==> src/rtl/sc_tty_pkg.sv <==
// Shared constants and FSM encoding for the MCU TTY transmitter.
// The optional parity stage is enabled with the SC_TTY_PARITY_EN macro.
package sc_tty_pkg;

    typedef enum logic [2:0] {
        ST_IDLE,
        ST_START,
        ST_DATA,
        ST_PARITY,
        ST_STOP
    } tty_state_e;

    localparam int TTY_CLK_DIV = 434;
    localparam int TTY_DATA_W  = 8;

endpackage

==> src/rtl/sc_fifo_sync.sv <==
// Single-clock FIFO with fill level; power-of-two depth.
// A push while full is accepted only when a pop happens on the same edge.
module sc_fifo_sync
    import sc_tty_pkg::*;
#(
    parameter int  DEPTH = 16,
    parameter int  W     = TTY_DATA_W,
    localparam int AW    = $clog2(DEPTH),
    localparam int LW    = AW + 1
) (
    input  logic          clk_i,
    input  logic          rst_n_i,
    input  logic          push_i,
    input  logic          pop_i,
    input  logic [W-1:0]  wdata_i,
    output logic [W-1:0]  rdata_o,
    output logic [LW-1:0] level_o,
    output logic          full_o,
    output logic          empty_o
);

    logic [W-1:0]  mem_q [DEPTH];
    logic [AW-1:0] wptr_q, wptr_d;
    logic [AW-1:0] rptr_q, rptr_d;
    logic [LW-1:0] level_q, level_d;
    logic          wr, rd;

    assign full_o  = (level_q == LW'(DEPTH));
    assign empty_o = (level_q == '0);
    assign level_o = level_q;
    assign rdata_o = mem_q[rptr_q];

    assign wr = push_i && (!full_o || pop_i);
    assign rd = pop_i && !empty_o;

    always_comb begin
        wptr_d  = wr ? wptr_q + 1'b1 : wptr_q;
        rptr_d  = rd ? rptr_q + 1'b1 : rptr_q;
        level_d = level_q;
        if (wr && !rd) level_d = level_q + 1'b1;
        if (rd && !wr) level_d = level_q - 1'b1;
    end

    always_ff @(posedge clk_i) begin
        if (!rst_n_i) begin
            wptr_q  <= '0;
            rptr_q  <= '0;
            level_q <= '0;
        end else begin
            wptr_q  <= wptr_d;
            rptr_q  <= rptr_d;
            level_q <= level_d;
        end
    end

    // Storage needs no reset: the pointers define what is valid.
    always_ff @(posedge clk_i) begin
        if (wr) mem_q[wptr_q] <= wdata_i;
    end

endmodule

==> src/rtl/sc_tty_tx.sv <==
// TTY window responder: buffers bus byte writes and sends them as UART.
// Define SC_TTY_PARITY_EN to add an even-parity bit before the stop bit.
module sc_tty_tx
    import sc_tty_pkg::*;
#(
    parameter int  CLK_DIV    = TTY_CLK_DIV,
    parameter int  FIFO_DEPTH = 16,
    localparam int LW         = $clog2(FIFO_DEPTH) + 1,
    localparam int BW         = $clog2(CLK_DIV)
) (
    input  logic          clk_i,
    input  logic          rst_n_i,
    input  logic          tty_we_i,
    input  logic [31:0]   tty_data_i,
    output logic          tx_o,
    output logic          busy_o,
    output logic          empty_o,
    output logic          full_o,
    output logic [LW-1:0] level_o,
    output logic          overflow_o
);

    tty_state_e                state_q, state_d;
    logic [BW-1:0]             baud_q, baud_d;
    logic [2:0]                bit_q, bit_d;
    logic [TTY_DATA_W-1:0]     data_q, data_d;
    logic                      tx_q, tx_d;
    logic                      ovf_q, ovf_d;
    logic                      pop, push_ok, baud_end;
    logic                      fifo_full, fifo_empty;
    logic [TTY_DATA_W-1:0]     fifo_rdata;
    logic                      unused_hi;

    assign unused_hi = ^tty_data_i[31:TTY_DATA_W];

    assign push_ok = tty_we_i && (!fifo_full || pop);
    assign ovf_d   = ovf_q | (tty_we_i & ~push_ok);

    sc_fifo_sync #(
        .DEPTH (FIFO_DEPTH),
        .W     (TTY_DATA_W)
    ) u_fifo (
        .clk_i   (clk_i),
        .rst_n_i (rst_n_i),
        .push_i  (push_ok),
        .pop_i   (pop),
        .wdata_i (tty_data_i[TTY_DATA_W-1:0]),
        .rdata_o (fifo_rdata),
        .level_o (level_o),
        .full_o  (fifo_full),
        .empty_o (fifo_empty)
    );

    assign baud_end = (baud_q == BW'(CLK_DIV - 1));

    always_ff @(posedge clk_i) begin
        if (!rst_n_i) begin
            state_q <= ST_IDLE;
            baud_q  <= '0;
            bit_q   <= '0;
            data_q  <= '0;
            tx_q    <= 1'b1;
            ovf_q   <= 1'b0;
        end else begin
            state_q <= state_d;
            baud_q  <= baud_d;
            bit_q   <= bit_d;
            data_q  <= data_d;
            tx_q    <= tx_d;
            ovf_q   <= ovf_d;
        end
    end

    always_comb begin
        state_d = state_q;
        baud_d  = baud_end ? '0 : baud_q + 1'b1;
        bit_d   = bit_q;
        data_d  = data_q;
        pop     = 1'b0;
        unique case (state_q)
            ST_IDLE: begin
                baud_d = '0;
                if (!fifo_empty) begin
                    pop     = 1'b1;
                    data_d  = fifo_rdata;
                    state_d = ST_START;
                end
            end
            ST_START: begin
                if (baud_end) begin
                    bit_d   = '0;
                    state_d = ST_DATA;
                end
            end
            ST_DATA: begin
                if (baud_end) begin
                    if (bit_q == 3'd7) begin
`ifdef SC_TTY_PARITY_EN
                        state_d = ST_PARITY;
`else
                        state_d = ST_STOP;
`endif
                    end else begin
                        bit_d = bit_q + 1'b1;
                    end
                end
            end
`ifdef SC_TTY_PARITY_EN
            ST_PARITY: begin
                if (baud_end) state_d = ST_STOP;
            end
`endif
            // Next byte starts right after the stop bit, no idle gap.
            ST_STOP: begin
                if (baud_end) begin
                    if (!fifo_empty) begin
                        pop     = 1'b1;
                        data_d  = fifo_rdata;
                        state_d = ST_START;
                    end else begin
                        state_d = ST_IDLE;
                    end
                end
            end
            default: begin
                baud_d  = '0;
                state_d = ST_IDLE;
            end
        endcase
    end

    always_comb begin
        tx_d = 1'b1;
        unique case (state_d)
            ST_START: tx_d = 1'b0;
            ST_DATA:  tx_d = data_d[bit_d];
`ifdef SC_TTY_PARITY_EN
            ST_PARITY: tx_d = ^data_d;
`endif
            default:  tx_d = 1'b1;
        endcase
    end

    assign tx_o       = tx_q;
    assign busy_o     = (state_q != ST_IDLE) | ~fifo_empty;
    assign empty_o    = fifo_empty;
    assign full_o     = fifo_full;
    assign overflow_o = ovf_q;

endmodule

==> config.mk <==
export PLATFORM = sky130hd
export DESIGN_NAME = sc_tty_tx
export DESIGN_NICKNAME = d
export VERILOG_FILES = /design/src/rtl/sc_tty_pkg.sv /design/src/rtl/sc_fifo_sync.sv /design/src/rtl/sc_tty_tx.sv
export SDC_FILE = /design/constraint.sdc
export NUM_CORES = 1
export LEC_CHECK = 0
export BUFFER_PORTS_ARGS = -buffer_cell sky130_fd_sc_hd__buf_2
export CORE_MARGIN = 2
export CORE_UTILIZATION = 35
export DETAILED_ROUTE_END_ITERATION = 10
export SYNTH_ARGS = -nofsm -noshare
export SYNTH_HDL_FRONTEND = slang
export SYNTH_HIERARCHICAL = 1
export SYNTH_SLANG_ARGS = --single-unit
==> constraint.sdc <==
create_clock -name clk_i -period 4.2 [get_ports clk_i]
set_input_delay 0.84 -clock clk_i [delete_from_list [all_inputs] [get_ports clk_i]]
set_output_delay 0.84 -clock clk_i [all_outputs]
set_load 0.1 [all_outputs]
==> metrics.txt, run 1 <==
status completed; Crit Path Category flip-flop to flip-flop; synth warn 6; Post-synth EDFFs 128; first-pass GRT wire length 22.1 mm; setup_tns 0 ns; Die ar. 21,800 um2; most frequent cells in the layout edfxtp_1 (128), mux4_2 (41), dfxtp_1 (36); Worst-path clk slew 0.07 ns; htree depth 4; post_cts resized 0; Final min period 3.52 ns; synthesis-to-layout area growth 13.7%; Startpoint Class flip-flop; grt ovf 0; mapped cell area 7210 um2; PD cells 587 nW/um2; Pleak 2.65 nW; Area after DPL 7660 um2; Worst Path Required 4.55 ns; postcts setup bufs 0; final instance area 8200 um2; # hold bufs at CTS 0; number of distinct library cells after synthesis 60; Mapped Cells 456; number of diodes 0; Fillers 1,823; IO buf count 20; Peak VDD IR 286 uV; Worst Path Arrival 3.86 ns; unrepaired setup endpoints after global routing no; post-DR wirelength/cell 18.6 um; final setup vio count 0; commonest non-fill, non-tap cell in the layout edfxtp_1; Syn Nets 502; num rows 52; register area share after synthesis 65.0%; Synth Register Bits 170; Worst-Margin Slew 1.00 ns; # DRC 0; root buf cell clkbuf_16; Routed WL 14.3 mm; total number of vias 4,018; Die Wd 148 um; Synth Area per Inst 15.8 um2; Critical Path Sink Type flip-flop; cts bufs inserted 17; max-cap violations 0; global placement routability congestion 0.832; CP max FO 14; Hold Crit Class flip-flop to flip-flop; Total Routing Usage GR 13.7%; Post-synth top flop edfxtp_1; HPWL after DPL 9.39 mm; Clock Path Buffers 2; initial DRC count 246; Worst Skew 0.00707 ns; antenna violations before repair 0; antenna viol nets, final 0; max_slew headroom 32.8%; setup ws final 0.683 ns; Clk Latency, worst-skew pair 0.42 ns; largest net degree at the start of global routing 33; CORE AREA 20,200 um2; Clock Sinks 170; # nets final 531; TritonCTS clock tree built; DRT Pass-1 Iters 6; vias in the first global route 3,856; fraction of layout cells with a size suffix above 1 24.9%; Final Hold Viols 0; asr flop ratio synth 0%; starting density of the core 35.6%; fin cells 768; final critical-path share of the clock period 83.7%; Cells after DPL 736; drt via density 5.23; Place WS 0.690 ns; fin. max-slew vios 0; I/O Pins 45; die height 148 um; fmax 284 MHz
-- cell usage after synthesis, drive strengths merged (4+ instances only) --
| cell | number | area, um2 |
|---|---|---|
| xor2 | 10 | 87.6 |
| or3 | 6 | 42.5 |
| a31oi | 4 | 25.0 |
| mux4 | 42 | 950 |
| a21boi | 9 | 67.6 |
| nand3 | 14 | 85.1 |
| dfxtp | 42 | 841 |
| o21ai | 13 | 72.6 |
| a21oi | 14 | 70.1 |
| inv | 17 | 66.3 |
| ha | 11 | 138 |
| nor2 | 35 | 131 |
| mux2i | 4 | 40.0 |
| clkbuf | 10 | 38.8 |
| nand4 | 4 | 25.0 |
| o211ai | 5 | 42.5 |
| nand2 | 23 | 93.8 |
| edfxtp | 128 | 3840 |
| buf | 10 | 60.1 |
| nor2b | 5 | 31.3 |
| nor3 | 7 | 35.0 |
-- layout make-up --
| class | count | area [um2] | area share [%] |
|---|---|---|---|
| sequential | 170 | 4690 | 57.2 |
| multi-input combinational | 249 | 2380 | 29.0 |
| clock buffer | 17 | 425 | 5.19 |
| tap | 270 | 338 | 4.12 |
| timing repair buffer | 30 | 188 | 2.29 |
| clock inverter | 15 | 113 | 1.37 |
| inverter | 17 | 66.3 | 0.809 |
-- through the flow --
| stage | util (%) | power (W) | hold WS [ns] |
|---|---|---|---|
| after global routing | 40.5 | 0.00505 | 0.498 |
| after detailed placement | 37.9 | 0.00343 | 0.459 |
| after global placement | 37.9 | 0.00340 | 0.445 |
| after floorplan | - | 0.00317 | 0.433 |
| final | 40.5 | 0.00482 | 0.464 |
| after CTS | 40.5 | 0.00487 | 0.469 |
-- state kept, by name, indices dropped and copies added (netlist names), named ones only --
name	flops
data_q	8
overflow_o	1
u_fifo/wptr_q	4
u_fifo/rptr_q	4
tx_o	1
baud_q	9
state_q	3
bit_q	3
u_fifo/level_o	5
u_fifo/mem_q	128
-- kinds of logic after synthesis --
group | after synthesis | share of synthesized area, %
flops | 170 | 65.0
simple gates | 113 | 8.55
compound gates | 66 | 6.98
mux | 46 | 13.7
buf+inv | 37 | 2.29
xor+xnor | 13 | 1.58
fa+ha+maj | 11 | 1.91
-- critical path, cell delays in order, from the launching register on --
cell     delay (ns)
dfxtp_2        0.36
or4_4          0.65
nor2_4         0.20
nor3_1         0.13
nand2_4        0.18
inv_4          0.11
o31ai_4        0.37
ha_1           0.39
xor2_1         0.18
ha_1           0.19
and3b_1        0.15
o21ai_0        0.07
a31oi_1        0.24
mux2i_1        0.21
-- worst paths after layout --
check	from	end	slack [ns]	cells past startpoint
worst min register to register	data_q[5]	data_q[5]	0.46	2
worst max-delay path	u_fifo/level_o[0]	u_fifo/level_o[4]	0.68	13
worst min-delay path	data_q[5]	data_q[5]	0.46	2
worst max register to register	u_fifo/level_o[0]	u_fifo/level_o[4]	0.68	13
-- layer usage --
metal  vias up  GRT usage [%]  share of wire (%)
met5         -              0                  0
met4         0           4.62               0.95
met3        11           3.18                3.9
met2        85           21.1                 47
met1      2077           19.4                 48
li1       1845              -                  -
-- where the power goes --
group	switching (W)	total [W]	internal [W]
sequential	0.0000987	0.00203	0.00193
clock	0.000666	0.00143	0.000766
combinational	0.000923	0.00135	0.000431
Power figures use the tool's default switching activity.
==> run 2: changes to the inputs <==
clock period = 3.2 ns   (was 4.2 ns; I/O delays follow)
==> run 2 against run 1 <==
Clock power grew 37%. Flip-flop and latch count is the same. Global-route usage shrank 0.95 points. Die area is the same. First-iteration DRC count grew 50%. Worst hold slack lost 0.0023 ns. Cell count grew 2.3%. Maximum frequency grew 17%. Sequential power grew 31%. Combinational power grew 44%. Non-clock buffer count grew 17. Critical endpoint is now u_fifo/level_o[2].
==> metrics.txt, run 2 (same netlist as run 1, synthesis figures left out) <==
CORE AREA 20,200 um2 (unchanged); DRT Pass-1 Iters 4 (was 6); total number of vias 3,969 (was 4,018); antenna violations before repair 0 (unchanged); Final Hold Viols 0 (unchanged); I/O Pins 45 (unchanged); HPWL after DPL 9.19 mm (was 9.39 mm); Pleak 2.75 nW (was 2.65 nW); max-cap violations 0 (unchanged); root buf cell clkbuf_16 (unchanged); Hold Path Depth 2 (unchanged); Reg2Reg Depth 14 (was 13); Clock Sinks 170 (unchanged); Clk Latency, worst-skew pair 0.43 ns (was 0.42 ns); Hold Path End data_q[4] (was data_q[5]); htree depth 4 (unchanged); Fillers 1,839 (was 1,823); unrepaired setup endpoints after global routing no (unchanged); TritonCTS clock tree built (unchanged); num rows 52 (unchanged); CP max FO 14 (unchanged); Worst R2R End u_fifo/level_o[2] (was u_fifo/level_o[4]); largest reg by FF count u_fifo/mem_q (unchanged); drt via density 5.05 (was 5.23); final critical-path share of the clock period 93.8% (was 83.7%); Total Routing Usage GR 12.8% (was 13.7%); die height 148 um (unchanged); commonest non-fill, non-tap cell in the layout edfxtp_1 (unchanged); Worst-path clk slew 0.06 ns (was 0.07 ns); Final min period 3.00 ns (was 3.52 ns); Critical Path Sink Type flip-flop (unchanged); synthesis-to-layout area growth 16.7% (was 13.7%); Die Wd 148 um (unchanged); Worst Path Required 3.54 ns (was 4.55 ns); # DRC 0 (unchanged); Area after DPL 7810 um2 (was 7660 um2); Place WS 0.141 ns (was 0.690 ns); cts bufs inserted 17 (unchanged); largest net degree at the start of global routing 33 (unchanged); starting density of the core 35.6% (unchanged); max_slew headroom 51.8% (was 32.8%); antenna viol nets, final 0 (unchanged); final setup vio count 0 (unchanged); post-DR wirelength/cell 16.7 um (was 18.6 um); status completed (unchanged); Clock Path Buffers 2 (unchanged); first-pass GRT wire length 21.3 mm (was 22.1 mm); Worst Path Arrival 3.34 ns (was 3.86 ns); Peak VDD IR 453 uV (was 286 uV); fmax 333 MHz (was 284 MHz); final instance area 8420 um2 (was 8200 um2); Startpoint Class flip-flop (unchanged); FF-to-FF Start u_fifo/level_o[0] (unchanged); Worst Skew 0.0259 ns (was 0.00707 ns); number of diodes 0 (unchanged); most frequent cells in the layout edfxtp_1 (128), mux4_2 (41), dfxtp_1 (36) (unchanged); initial DRC count 368 (was 246); setup ws final 0.199 ns (was 0.683 ns); # nets final 549 (was 531); PD cells 779 nW/um2 (was 587 nW/um2); global placement routability congestion 0.835 (was 0.832); Die ar. 21,800 um2 (unchanged); Worst-Margin Slew 0.722 ns (was 1.00 ns); max FFs per register 128 (unchanged); Hold Crit Class flip-flop to flip-flop (unchanged); Crit Path Category flip-flop to flip-flop (unchanged); grt ovf 0 (unchanged); fin. max-slew vios 0 (unchanged); Hold Startpoint data_q[4] (was data_q[5]); # hold bufs at CTS 0 (unchanged); IO buf count 20 (unchanged); vias in the first global route 4,007 (was 3,856); top flop regs u_fifo/mem_q (128), baud_q (9), data_q (8) (unchanged); fraction of layout cells with a size suffix above 1 28.3% (was 24.9%); reg2reg setup slack 0.20 ns (was 0.68 ns); Routed WL 13.1 mm (was 14.3 mm)
==> run 2: cell type report <==
type                    instances  area [um2]  area share, %
clock buffers                  19         433           5.14
inverters                      17        71.3          0.847
flip-flops and latches        170        4700           55.8
multi-input cells             250        2420           28.7
well taps                     270         338           4.01
repair buffers                 47         328           3.89
clock inverters                13         130           1.55
==> run 2: power breakdown <==
part           switching, W  internal (W)  leakage (nW)
combinational       0.00128      0.000668         0.986
sequential         0.000122       0.00254          1.50
clock              0.000865       0.00109         0.263
total               0.00226       0.00430          2.75
==> run 2: worst max-delay path by stage <==
stage / start / end / slack, ns / cells past startpoint
final: u_fifo/level_o[0] / u_fifo/level_o[2] / 0.20 / 14
after CTS: u_fifo/level_o[1] / u_fifo/level_o[2] / 0.12 / 14
after global routing: u_fifo/level_o[0] / u_fifo/level_o[2] / 0.01 / 14
after global placement: u_fifo/level_o[0] / u_fifo/level_o[2] / 0.20 / 14
after floorplan: u_fifo/level_o[1] / u_fifo/level_o[2] / -0.56 / 16
after detailed placement: u_fifo/level_o[1] / u_fifo/level_o[2] / 0.14 / 14
==> run 2: per-layer routing <==
metal  vias to the layer above  track usage [%]  routed length [um]
met4                         0             4.47                  42
met2                        90             20.4                6520
met5                         -                0                   0
li1                       1880                -                   -
met1                      1997             17.2                5890
met3                         2             3.15                 648
==> run 2: through the flow <==
stage | std cells | total power (W) | TNS (ns) | hold slack, ns | utilization (%)
final | 786 | 0.00656 | 0 | 0.462 | 41.6
after global routing | 786 | 0.00689 | 0 | 0.496 | 41.6
after CTS | 782 | 0.00654 | 0 | 0.471 | 41.4
after detailed placement | 750 | 0.00457 | 0 | 0.459 | 38.6
after global placement | 750 | 0.00453 | 0 | 0.446 | 38.6
after floorplan | 456 | 0.00423 | -1.91 | 0.433 | -
==> run 2: worst max-delay path: stages, from the launching register on <==
cell and delay, ns:
dfxtp_2 0.35, or4_4 0.56, nor2_4 0.18, nor3_4 0.08, nand2_4 0.15, inv_8 0.08
o21ai_2 0.14, inv_1 0.15, ha_4 0.21, xor2_1 0.16, ha_2 0.18, a21oi_1 0.15
xor2_1 0.10, or3_1 0.31, a21oi_1 0.11
==> run 2: timing repair <==
item                                    4_1_cts  5_1_grt
gates resized for setup                       0        2
buffers inserted                              0        3
endpoints found under the setup margin        0        2
